## config.mk

```make
export PLATFORM = sky130hd
export DESIGN_NAME = task_in_frame_buffer
export DESIGN_NICKNAME = d
export VERILOG_FILES = /design/src/rtl/task_in_frame_buffer.sv
export SDC_FILE = /design/constraint.sdc
export NUM_CORES = 2
export LEC_CHECK = 0
export BUFFER_PORTS_ARGS = -buffer_cell sky130_fd_sc_hd__buf_2
export CORE_MARGIN = 1.5
export CORE_UTILIZATION = 50
export DETAILED_ROUTE_END_ITERATION = 8
export PLACE_DENSITY_LB_ADDON = 0.25
export SLEW_MARGIN = 10
export SYNTH_ARGS = -nofsm -noshare
export SYNTH_HDL_FRONTEND = slang
export SYNTH_SLANG_ARGS = --single-unit
```

## constraint.sdc

```tcl
create_clock -name i_clk -period 5 [get_ports i_clk]
set_input_delay 1 -clock i_clk [delete_from_list [all_inputs] [get_ports i_clk]]
set_output_delay 1 -clock i_clk [all_outputs]
set_load 0.1 [all_outputs]
```

## src/rtl/task_in_frame_buffer.sv

```systemverilog
`default_nettype none
// ============================================================================
// Module      : task_in_frame_buffer
// Description : Frame-level input stage for task pipelines. Captures one
//               tlast-terminated input frame into a circular buffer, replays
//               it downstream with a valid/ready handshake, then waits for
//               the task core to signal completion before taking the next
//               frame. Reports frame length and sticky overflow.
//               Optional macro TASK_IN_FRAME_BUFFER_LAST_EN adds o_last.
// Revision    : 1.0 - initial release
// ============================================================================
module task_in_frame_buffer #(
    parameter int DATA_WIDTH = 8,
    parameter int DEPTH      = 256,
    parameter int CNT_W      = $clog2(DEPTH + 1)
) (
    input  logic                  i_clk,
    input  logic                  i_rst,
    input  logic                  i_tvalid,
    input  logic [DATA_WIDTH-1:0] i_tdata,
    input  logic                  i_tlast,
    output logic                  o_tready,
    output logic                  o_valid,
    output logic [DATA_WIDTH-1:0] o_data,
    input  logic                  i_ready,
    input  logic                  i_output_last,
    output logic [CNT_W-1:0]      o_frame_len,
    output logic                  o_overflow,
    output logic                  o_busy
`ifdef TASK_IN_FRAME_BUFFER_LAST_EN
    ,
    output logic                  o_last
`endif
);

    localparam int              PTR_W      = (DEPTH > 2) ? $clog2(DEPTH) : 1;
    localparam logic [CNT_W-1:0] c_depth_cnt = CNT_W'(DEPTH);
    localparam logic [PTR_W-1:0] c_last_ptr  = PTR_W'(DEPTH - 1);

    typedef enum logic [1:0] {
        S_IDLE      = 2'd0,
        S_LOAD      = 2'd1,
        S_SEND      = 2'd2,
        S_WAIT_DONE = 2'd3
    } state_t;

    state_t r_state;
    state_t w_next_state;

    logic [DATA_WIDTH-1:0] r_mem [DEPTH];
    logic [DATA_WIDTH-1:0] r_rd_data;
    logic [PTR_W-1:0]      r_wr_ptr;
    logic [PTR_W-1:0]      r_rd_ptr;
    logic [CNT_W-1:0]      r_wr_cnt;
    logic [CNT_W-1:0]      r_issue_cnt;
    logic [CNT_W-1:0]      r_xfer_cnt;
    logic                  r_rd_vld;
    logic                  r_rd_last;
    logic                  r_pending_done;
    logic                  r_out_last;

    logic w_accept;
    logic w_drop;
    logic w_write;
    logic w_xfer;
    logic w_move;
    logic w_issue;
    logic w_last_xfer;
    logic w_restart;

    // Handshake qualifiers shared by the FSM and the datapath
    always_comb begin
        w_accept    = i_tvalid && o_tready;
        w_drop      = w_accept && (r_wr_cnt == c_depth_cnt);
        w_write     = w_accept && !w_drop;
        w_xfer      = o_valid && i_ready;
        // Read-data stage advances into the output register when that slot frees up
        w_move      = r_rd_vld && (!o_valid || i_ready);
        // Launch a RAM read only if the read-data stage will have room for it
        w_issue     = (r_state == S_SEND) && (r_issue_cnt < o_frame_len)
                      && (!r_rd_vld || w_move);
        w_last_xfer = w_xfer && (r_xfer_cnt == (o_frame_len - 1'b1));
        w_restart   = (r_state == S_WAIT_DONE) && (w_next_state == S_LOAD);
    end

    // State register
    always_ff @(posedge i_clk) begin
        if (i_rst) begin
            r_state <= S_IDLE;
        end else begin
            r_state <= w_next_state;
        end
    end

    // Next-state decode and state-derived outputs
    always_comb begin
        w_next_state = r_state;
        o_tready     = 1'b0;
        o_busy       = 1'b1;
        case (r_state)
            S_IDLE: begin
                o_busy       = 1'b0;
                w_next_state = S_LOAD;
            end
            S_LOAD: begin
                o_tready = 1'b1;
                o_busy   = (r_wr_cnt != '0);
                if (w_accept && i_tlast) begin
                    w_next_state = S_SEND;
                end
            end
            S_SEND: begin
                if (w_last_xfer) begin
                    w_next_state = S_WAIT_DONE;
                end
            end
            S_WAIT_DONE: begin
                if (r_pending_done || i_output_last) begin
                    w_next_state = S_LOAD;
                end
            end
            default: begin
                w_next_state = S_IDLE;
            end
        endcase
    end

    // Buffer RAM: one write port, one registered read port
    always_ff @(posedge i_clk) begin
        if (w_write) begin
            r_mem[r_wr_ptr] <= i_tdata;
        end
        if (w_issue) begin
            r_rd_data <= r_mem[r_rd_ptr];
        end
    end

    // Capture counters, frame status and replay pipeline
    always_ff @(posedge i_clk) begin
        if (i_rst) begin
            r_wr_ptr       <= '0;
            r_rd_ptr       <= '0;
            r_wr_cnt       <= '0;
            r_issue_cnt    <= '0;
            r_xfer_cnt     <= '0;
            r_rd_vld       <= 1'b0;
            r_rd_last      <= 1'b0;
            r_pending_done <= 1'b0;
            r_out_last     <= 1'b0;
            o_valid        <= 1'b0;
            o_data         <= '0;
            o_frame_len    <= '0;
            o_overflow     <= 1'b0;
        end else begin
            if (w_write) begin
                r_wr_ptr <= (r_wr_ptr == c_last_ptr) ? '0 : r_wr_ptr + 1'b1;
                r_wr_cnt <= r_wr_cnt + 1'b1;
            end

            // Sticky until the first beat of the following frame arrives
            if (w_drop) begin
                o_overflow <= 1'b1;
            end else if (w_accept && (r_wr_cnt == '0)) begin
                o_overflow <= 1'b0;
            end

            // Frame length saturates at DEPTH because overflow beats are dropped
            if (w_accept && i_tlast) begin
                o_frame_len <= (r_wr_cnt == c_depth_cnt) ? c_depth_cnt : r_wr_cnt + 1'b1;
            end

            if (w_issue) begin
                r_rd_ptr    <= (r_rd_ptr == c_last_ptr) ? '0 : r_rd_ptr + 1'b1;
                r_issue_cnt <= r_issue_cnt + 1'b1;
                r_rd_last   <= (r_issue_cnt == (o_frame_len - 1'b1));
                r_rd_vld    <= 1'b1;
            end else if (w_move) begin
                r_rd_vld    <= 1'b0;
            end

            if (w_move) begin
                o_valid    <= 1'b1;
                o_data     <= r_rd_data;
                r_out_last <= r_rd_last;
            end else if (w_xfer) begin
                o_valid    <= 1'b0;
                r_out_last <= 1'b0;
            end

            if (w_xfer) begin
                r_xfer_cnt <= r_xfer_cnt + 1'b1;
            end

            // Completion seen early is remembered so WAIT_DONE can pass straight through
            if (w_restart) begin
                r_pending_done <= 1'b0;
            end else if (i_output_last && ((r_state == S_LOAD) || (r_state == S_SEND))) begin
                r_pending_done <= 1'b1;
            end

            // Fresh frame: rewind pointers and counters
            if (w_restart) begin
                r_wr_ptr    <= '0;
                r_rd_ptr    <= '0;
                r_wr_cnt    <= '0;
                r_issue_cnt <= '0;
                r_xfer_cnt  <= '0;
            end
        end
    end

`ifdef TASK_IN_FRAME_BUFFER_LAST_EN
    assign o_last = r_out_last;
`else
    logic w_unused;
    assign w_unused = r_out_last;
`endif

endmodule
`default_nettype wire

```

== Word level (Yosys, flattened, before mapping) ==
Memories as Yosys holds them, arrays and structs flattened. A register that Yosys moved wholly into a read port is not among the register bits.
Index checks and enable logic that the tools add are counted.
Word-level totals
  output and inout port bits: 21
  flip-flop bits (word level): 66
  RAM bits: 2048
  memories kept: 1
  bits of input ports: 14
  word-level logic and storage cells: 71
Operators by class
  $lt $le $gt $ge: 1
  reductions and logical operators: 26
  add/sub/neg operators: 6
  muxes and demuxes: 17
  eq/ne operators: 8
Memory list
  r_mem: words 256, width 8, read ports 1, clocked after memory_dff 1, write ports 1, line 50  | logic [DATA_WIDTH-1:0] r_mem [DEPTH];
Operator list (number)
  $add A9 B1 Y9 const B: 3
  $add A8 B1 Y8 const B: 2
  $eq A8 B8 Y1 const B: 2
  $mux W8: 2
  $logic_and A1 B1 Y1: 12
  $eq A9 B9 Y1: 1
  $eq A9 B9 Y1 const B: 1
  $logic_not A9 Y1: 1
  $lt A9 B9 Y1: 1
  $mux W1: 9
  $mux W9: 1
  $reduce_bool A9 Y1: 1
  $sub A9 B1 Y9 const B: 1
  $pmux W2 S4: 1
  $mux W2: 3
  $reduce_bool A2 Y1: 3
  $eq A2 B1 Y1 const B: 2
  $eq A2 B2 Y1 const B: 2
  $logic_or A1 B1 Y1: 4
  $logic_not A1 Y1: 3
  $logic_not A2 Y1: 1
  $pmux W1 S2: 1
  $reduce_or A2 Y1: 1

== Depth between registers and ports, before layout ==
  depth after elaboration: 9
  gate-level depth with buffers: 13
  mapped depth without buffers: 10

== Worst setup path after synthesis ==
OpenSTA, ideal clock, no wires.
  path type: register -> output
  start: register r_state[0]
  end: output o_busy
  data required time: 4.000 ns
  slack: 0.905 ns
  cell stages (with the launch flop): 5
  data arrival time: 3.095 ns
  path buffers: 1
  cells stage by stage: dfxtp_1 > ha_1 > clkbuf_1 > nor2b_1 > a31oi_1
Between the ends
  cells in the longest elaborated chain, start to end: 2
  elaborated cells between the ends (all ways): 3
  those cells by class: 1 x eq/ne; 1 x mux; 1 x reduce/logical
RTL lines
  start, declared: line 47  | state_t r_state;
  start signal, assigned: line 91  | r_state <= w_next_state;
  $eq A2 B1 Y1 / $logic_not A2 Y1 (equally long branches): line 100  | case (r_state)
  $pmux W1 S2 *: line 100
  end, declared: line 29  | output logic o_busy
Mark *: on every way between the ends. The rest lies on a longest branch, timed or not.

==> impl_metrics.py <==
metrics = {
    "status": {
        "outcome": "finished, final reports clean",
    },
    "worst_setup_path": {
        "timing.reg2reg.worst_path_depth": 8,
        "cp-end-kind": "register",
        "critPathMaxFanout": 31,
        "worst_path_max_delay_cell": "sky130_fd_sc_hd__dfxtp_4",
        "timing.critical_path.slowest_cell_delay_ns": 0.82,
        "critPathKind": "reg -> reg",
        "worst_r2r_startpoint": "r_rd_ptr[0]$_SDFFE_PP0P_",
        "reg2reg_slack_ns": 0.90,
        "cp_data_arrival_time_ns": 4.69,
        "worst_path_most_repeated_cell": "sky130_fd_sc_hd__buf_12",
        "crit_family": "compound AO/OA/AOI/OAI gates",
        "crit_required_ns": 5.59,
        "worstPathCellList": "buf_12, buf_12, mux4_2, a221oi_1, o22ai_1, nor3_2, nor3_1, or3_1",
        "worst-path-buf-inv": 2,
        "setup.worst_path.start_class": "register",
        "timing.rr.end": "r_rd_data[5]$_DFFE_PP_",
    },
    "yosys": {
        "ys.flop_type": "sky130_fd_sc_hd__edfxtp_1",
        "top_count_cell_post_synth": "sky130_fd_sc_hd__edfxtp_1",
        "post_synthesis_net_count": 4247,
        "synthArstFlopShare_pct": 0,
        "yosys.area.top_type_share_pct": 73.9,
        "netlist_top_cells_count": "sky130_fd_sc_hd__edfxtp_1, sky130_fd_sc_hd__mux4_2, sky130_fd_sc_hd__nor2_1, sky130_fd_sc_hd__mux2i_1, sky130_fd_sc_hd__a21oi_1",
        "netlist_area_sq_um": 83600,
        "synthesis.yosys.warnings": 0,
        "synthDominantAreaCellType": "sky130_fd_sc_hd__edfxtp_1",
        "synth_seq_cells": 2122,
        "synth.top_cells.by_area": "sky130_fd_sc_hd__edfxtp_1, sky130_fd_sc_hd__mux4_2, sky130_fd_sc_hd__mux2i_1, sky130_fd_sc_hd__dfxtp_1, sky130_fd_sc_hd__nor2_1",
        "ys_seq_area_share_pct": 75.5,
        "number_of_enable_type_register_cells_in_the_synthesized_netlist": 2056,
        "synthesis.area_per_instance_sq_um": 19.8,
        "netlist-cell-type-count": 82,
        "synth_cells": 4211,
    },
    "global_route": {
        "first_pass_grt_wire_length_um": 328000,
        "grt_overflow_total": 0,
        "largest_net_degree_at_the_start_of_global_routing": 131,
        "initial_antenna_violation_count": 10,
        "first_global_vias": 43300,
        "grt.total_usage_pct": 27.4,
    },
    "detailed_routing": {
        "routedWlPerCell_um": 33.8,
        "wl_um": 232000,
        "vias": 44400,
        "drt_pass1_iterations": 7,
        "remaining_drc_errors": 0,
        "antenna_left": 0,
        "drt_via_density": 6.48,
        "detail_route.iter0.violations": 6463,
    },
    "clock_network": {
        "cts_setup_buffers": 0,
        "post_cts_resize_count": 0,
        "cts_inserted_buffers": 203,
        "cts.clk_slew.worst_paths_ns": 0.06,
        "ctsRootBufferMaster": "sky130_fd_sc_hd__clkbuf_16",
        "clock_tree.buffer_depth": 3,
        "cts_sinks": 2122,
        "worstSkewPairLatency_ns": 0.86,
        "cts_tree": "done",
        "cts_hold_buffers": 0,
        "h-tree-depth": 4,
    },
    "pwr": {
        "ir_drop_v": 0.000302,
        "static-leakage-power_nw": 28.7,
        "power_w": 0.0353,
        "power_density_normalized_to_cell_area_nw_per_um2": 375,
    },
    "floorplanning": {
        "die-width_um": 412,
        "dieHeight_um": 412,
        "core_area_sq_um": 165000,
        "io_pins": 35,
        "initial_core_util_pct": 50.5,
        "fp.dieArea_sq_um": 170000,
        "row_count": 149,
    },
    "place": {
        "port-buffer-count": 34,
        "place_area_sq_um": 87700,
        "place_inst": 6475,
        "final_hpwl_from_detailed_placement_um": 146000,
        "gp_congestion": 0.946,
    },
    "sta": {
        "slew_headroom_pct": 16.7,
        "rsz0062_at_grt": "no",
        "setup_viols_final": 0,
        "max_slew.worst_pin.slew_ns": 1.24,
        "achievable-frequency_mhz": 244,
        "setup_tns_ns": 0,
        "final.period_utilization_pct": 82.0,
        "final_hold_viol_count": 0,
        "slew_violations": 0,
        "fin_worst_skew_ns": 0.0331,
        "hold_ws_ns": 0.455,
        "finalWorstPathRequiredPeriod_ns": 4.10,
    },
    "finish": {
        "design.final.nets": 4527,
        "synthToLayoutAreaGrowth_pct": 12.8,
        "postLayoutCellArea_sq_um": 94200,
        "fin_cells": 6855,
        "fraction_of_layout_cells_with_a_size_suffix_above_1_pct": 23.9,
    },
    "min_path": {
        "hp-start": "i_output_last",
        "holdPathStages": 3,
        "min_to": "r_pending_done$_SDFFE_PP0P_",
        "timing.hold.worst.class": "in -> reg",
    },
    "flow_run": {
        "max_cap_viol_count": 0,
    },
}
## through the flow
step / setup slack (ns) / util, %
finish: 0.898 / 57.0
global route: 0.814 / 57.0
CTS: 0.861 / 57.0
detailed placement: 0.944 / 53.0
global placement: 1.01 / 53.0
floorplan: 0.905 / -
## sequential cells by signal, summed over array words and instances (netlist names), 9 cells and up
name and cells:
o_frame_len 9, r_issue_cnt 9, r_wr_cnt 9, r_mem 2048, r_xfer_cnt 9
## layout make-up
type / instances / area, sq um
Fill cell: 12100 / 71100
Sequential cell: 2122 / 63100
Multi-Input combinational cell: 1810 / 18800
Clock buffer: 258 / 5370
Timing Repair Buffer: 328 / 2910
Tap cell: 2189 / 2740
Clock inverter: 118 / 1190
Inverter: 26 / 97.6
Antenna cell: 4 / 10.0
## worst reg2reg max path, stage by stage (launching register included)
cell and delay (ns):
sky130_fd_sc_hd__dfxtp_4 0.82, sky130_fd_sc_hd__buf_12 0.40, sky130_fd_sc_hd__buf_12 0.29, sky130_fd_sc_hd__mux4_2 0.60, sky130_fd_sc_hd__a221oi_1 0.66, sky130_fd_sc_hd__o22ai_1 0.22
sky130_fd_sc_hd__nor3_2 0.37, sky130_fd_sc_hd__nor3_1 0.11, sky130_fd_sc_hd__or3_1 0.36
## cells in the final DEF (no fill, tap or decap), types with 21 or more instances in the layout
| master | n |
|---|---|
| sky130_fd_sc_hd__mux4_2 | 428 |
| sky130_fd_sc_hd__clkinv_2 | 32 |
| sky130_fd_sc_hd__clkbuf_16 | 206 |
| sky130_fd_sc_hd__o221ai_1 | 26 |
| sky130_fd_sc_hd__ha_1 | 22 |
| sky130_fd_sc_hd__clkbuf_1 | 50 |
| sky130_fd_sc_hd__a211oi_1 | 23 |
| sky130_fd_sc_hd__nand2_1 | 105 |
| sky130_fd_sc_hd__inv_1 | 24 |
| sky130_fd_sc_hd__xor2_1 | 21 |
| sky130_fd_sc_hd__a221oi_1 | 42 |
| sky130_fd_sc_hd__mux2i_1 | 177 |
| sky130_fd_sc_hd__a21oi_1 | 114 |
| sky130_fd_sc_hd__mux2_2 | 21 |
| sky130_fd_sc_hd__edfxtp_1 | 2056 |
| sky130_fd_sc_hd__a22oi_1 | 61 |
| sky130_fd_sc_hd__buf_4 | 257 |
| sky130_fd_sc_hd__o21ai_0 | 49 |
| sky130_fd_sc_hd__nand3_1 | 42 |
| sky130_fd_sc_hd__nor2_1 | 341 |
| sky130_fd_sc_hd__o22ai_1 | 34 |
| sky130_fd_sc_hd__buf_12 | 37 |
| sky130_fd_sc_hd__buf_2 | 26 |
| sky130_fd_sc_hd__clkinv_1 | 40 |
| sky130_fd_sc_hd__dfxtp_1 | 59 |
## worst max-delay path by stage
stage	start	endpoint	slack, ns	depth (start not counted)
finish	r_rd_ptr[0]$_SDFFE_PP0P_	r_rd_data[5]$_DFFE_PP_	0.90	8
global route	r_wr_cnt[0]$_SDFFE_PP0P_	o_busy	0.81	6
CTS	r_wr_cnt[0]$_SDFFE_PP0P_	o_busy	0.86	6
detailed placement	r_rd_ptr[0]$_SDFFE_PP0P_	r_rd_data[5]$_DFFE_PP_	0.94	8
global placement	r_rd_ptr[1]$_SDFFE_PP0P_	r_rd_data[4]$_DFFE_PP_	1.01	6
floorplan	r_state[0]$_SDFF_PP0_	o_busy	0.90	4
## power by group
group	switching, W	internal, W
sequential	0.0000124	0.0195
clock	0.00665	0.00860
combinational	0.000470	0.0000986
## per-layer routing
layer  GRT usage [%]  wire, um
met3            6.10     24200
met1            39.0     91200
met2            41.6    107000
met5               0       124
met4            10.6      9570
## kinds of logic after synthesis
group / count (synthesis) / share of synthesized area (%)
AOI/OAI and AO/OA: 472 / 3.91
xor gates and xnor gates: 35 / 0.367
adders and majority gates: 22 / 0.329
buffers and inverters: 279 / 2.08
DFF: 2122 / 75.5
muxes: 640 / 14.4
and+or+nand+nor: 641 / 3.47
Note: power is estimated with default switching activity, not from simulation.
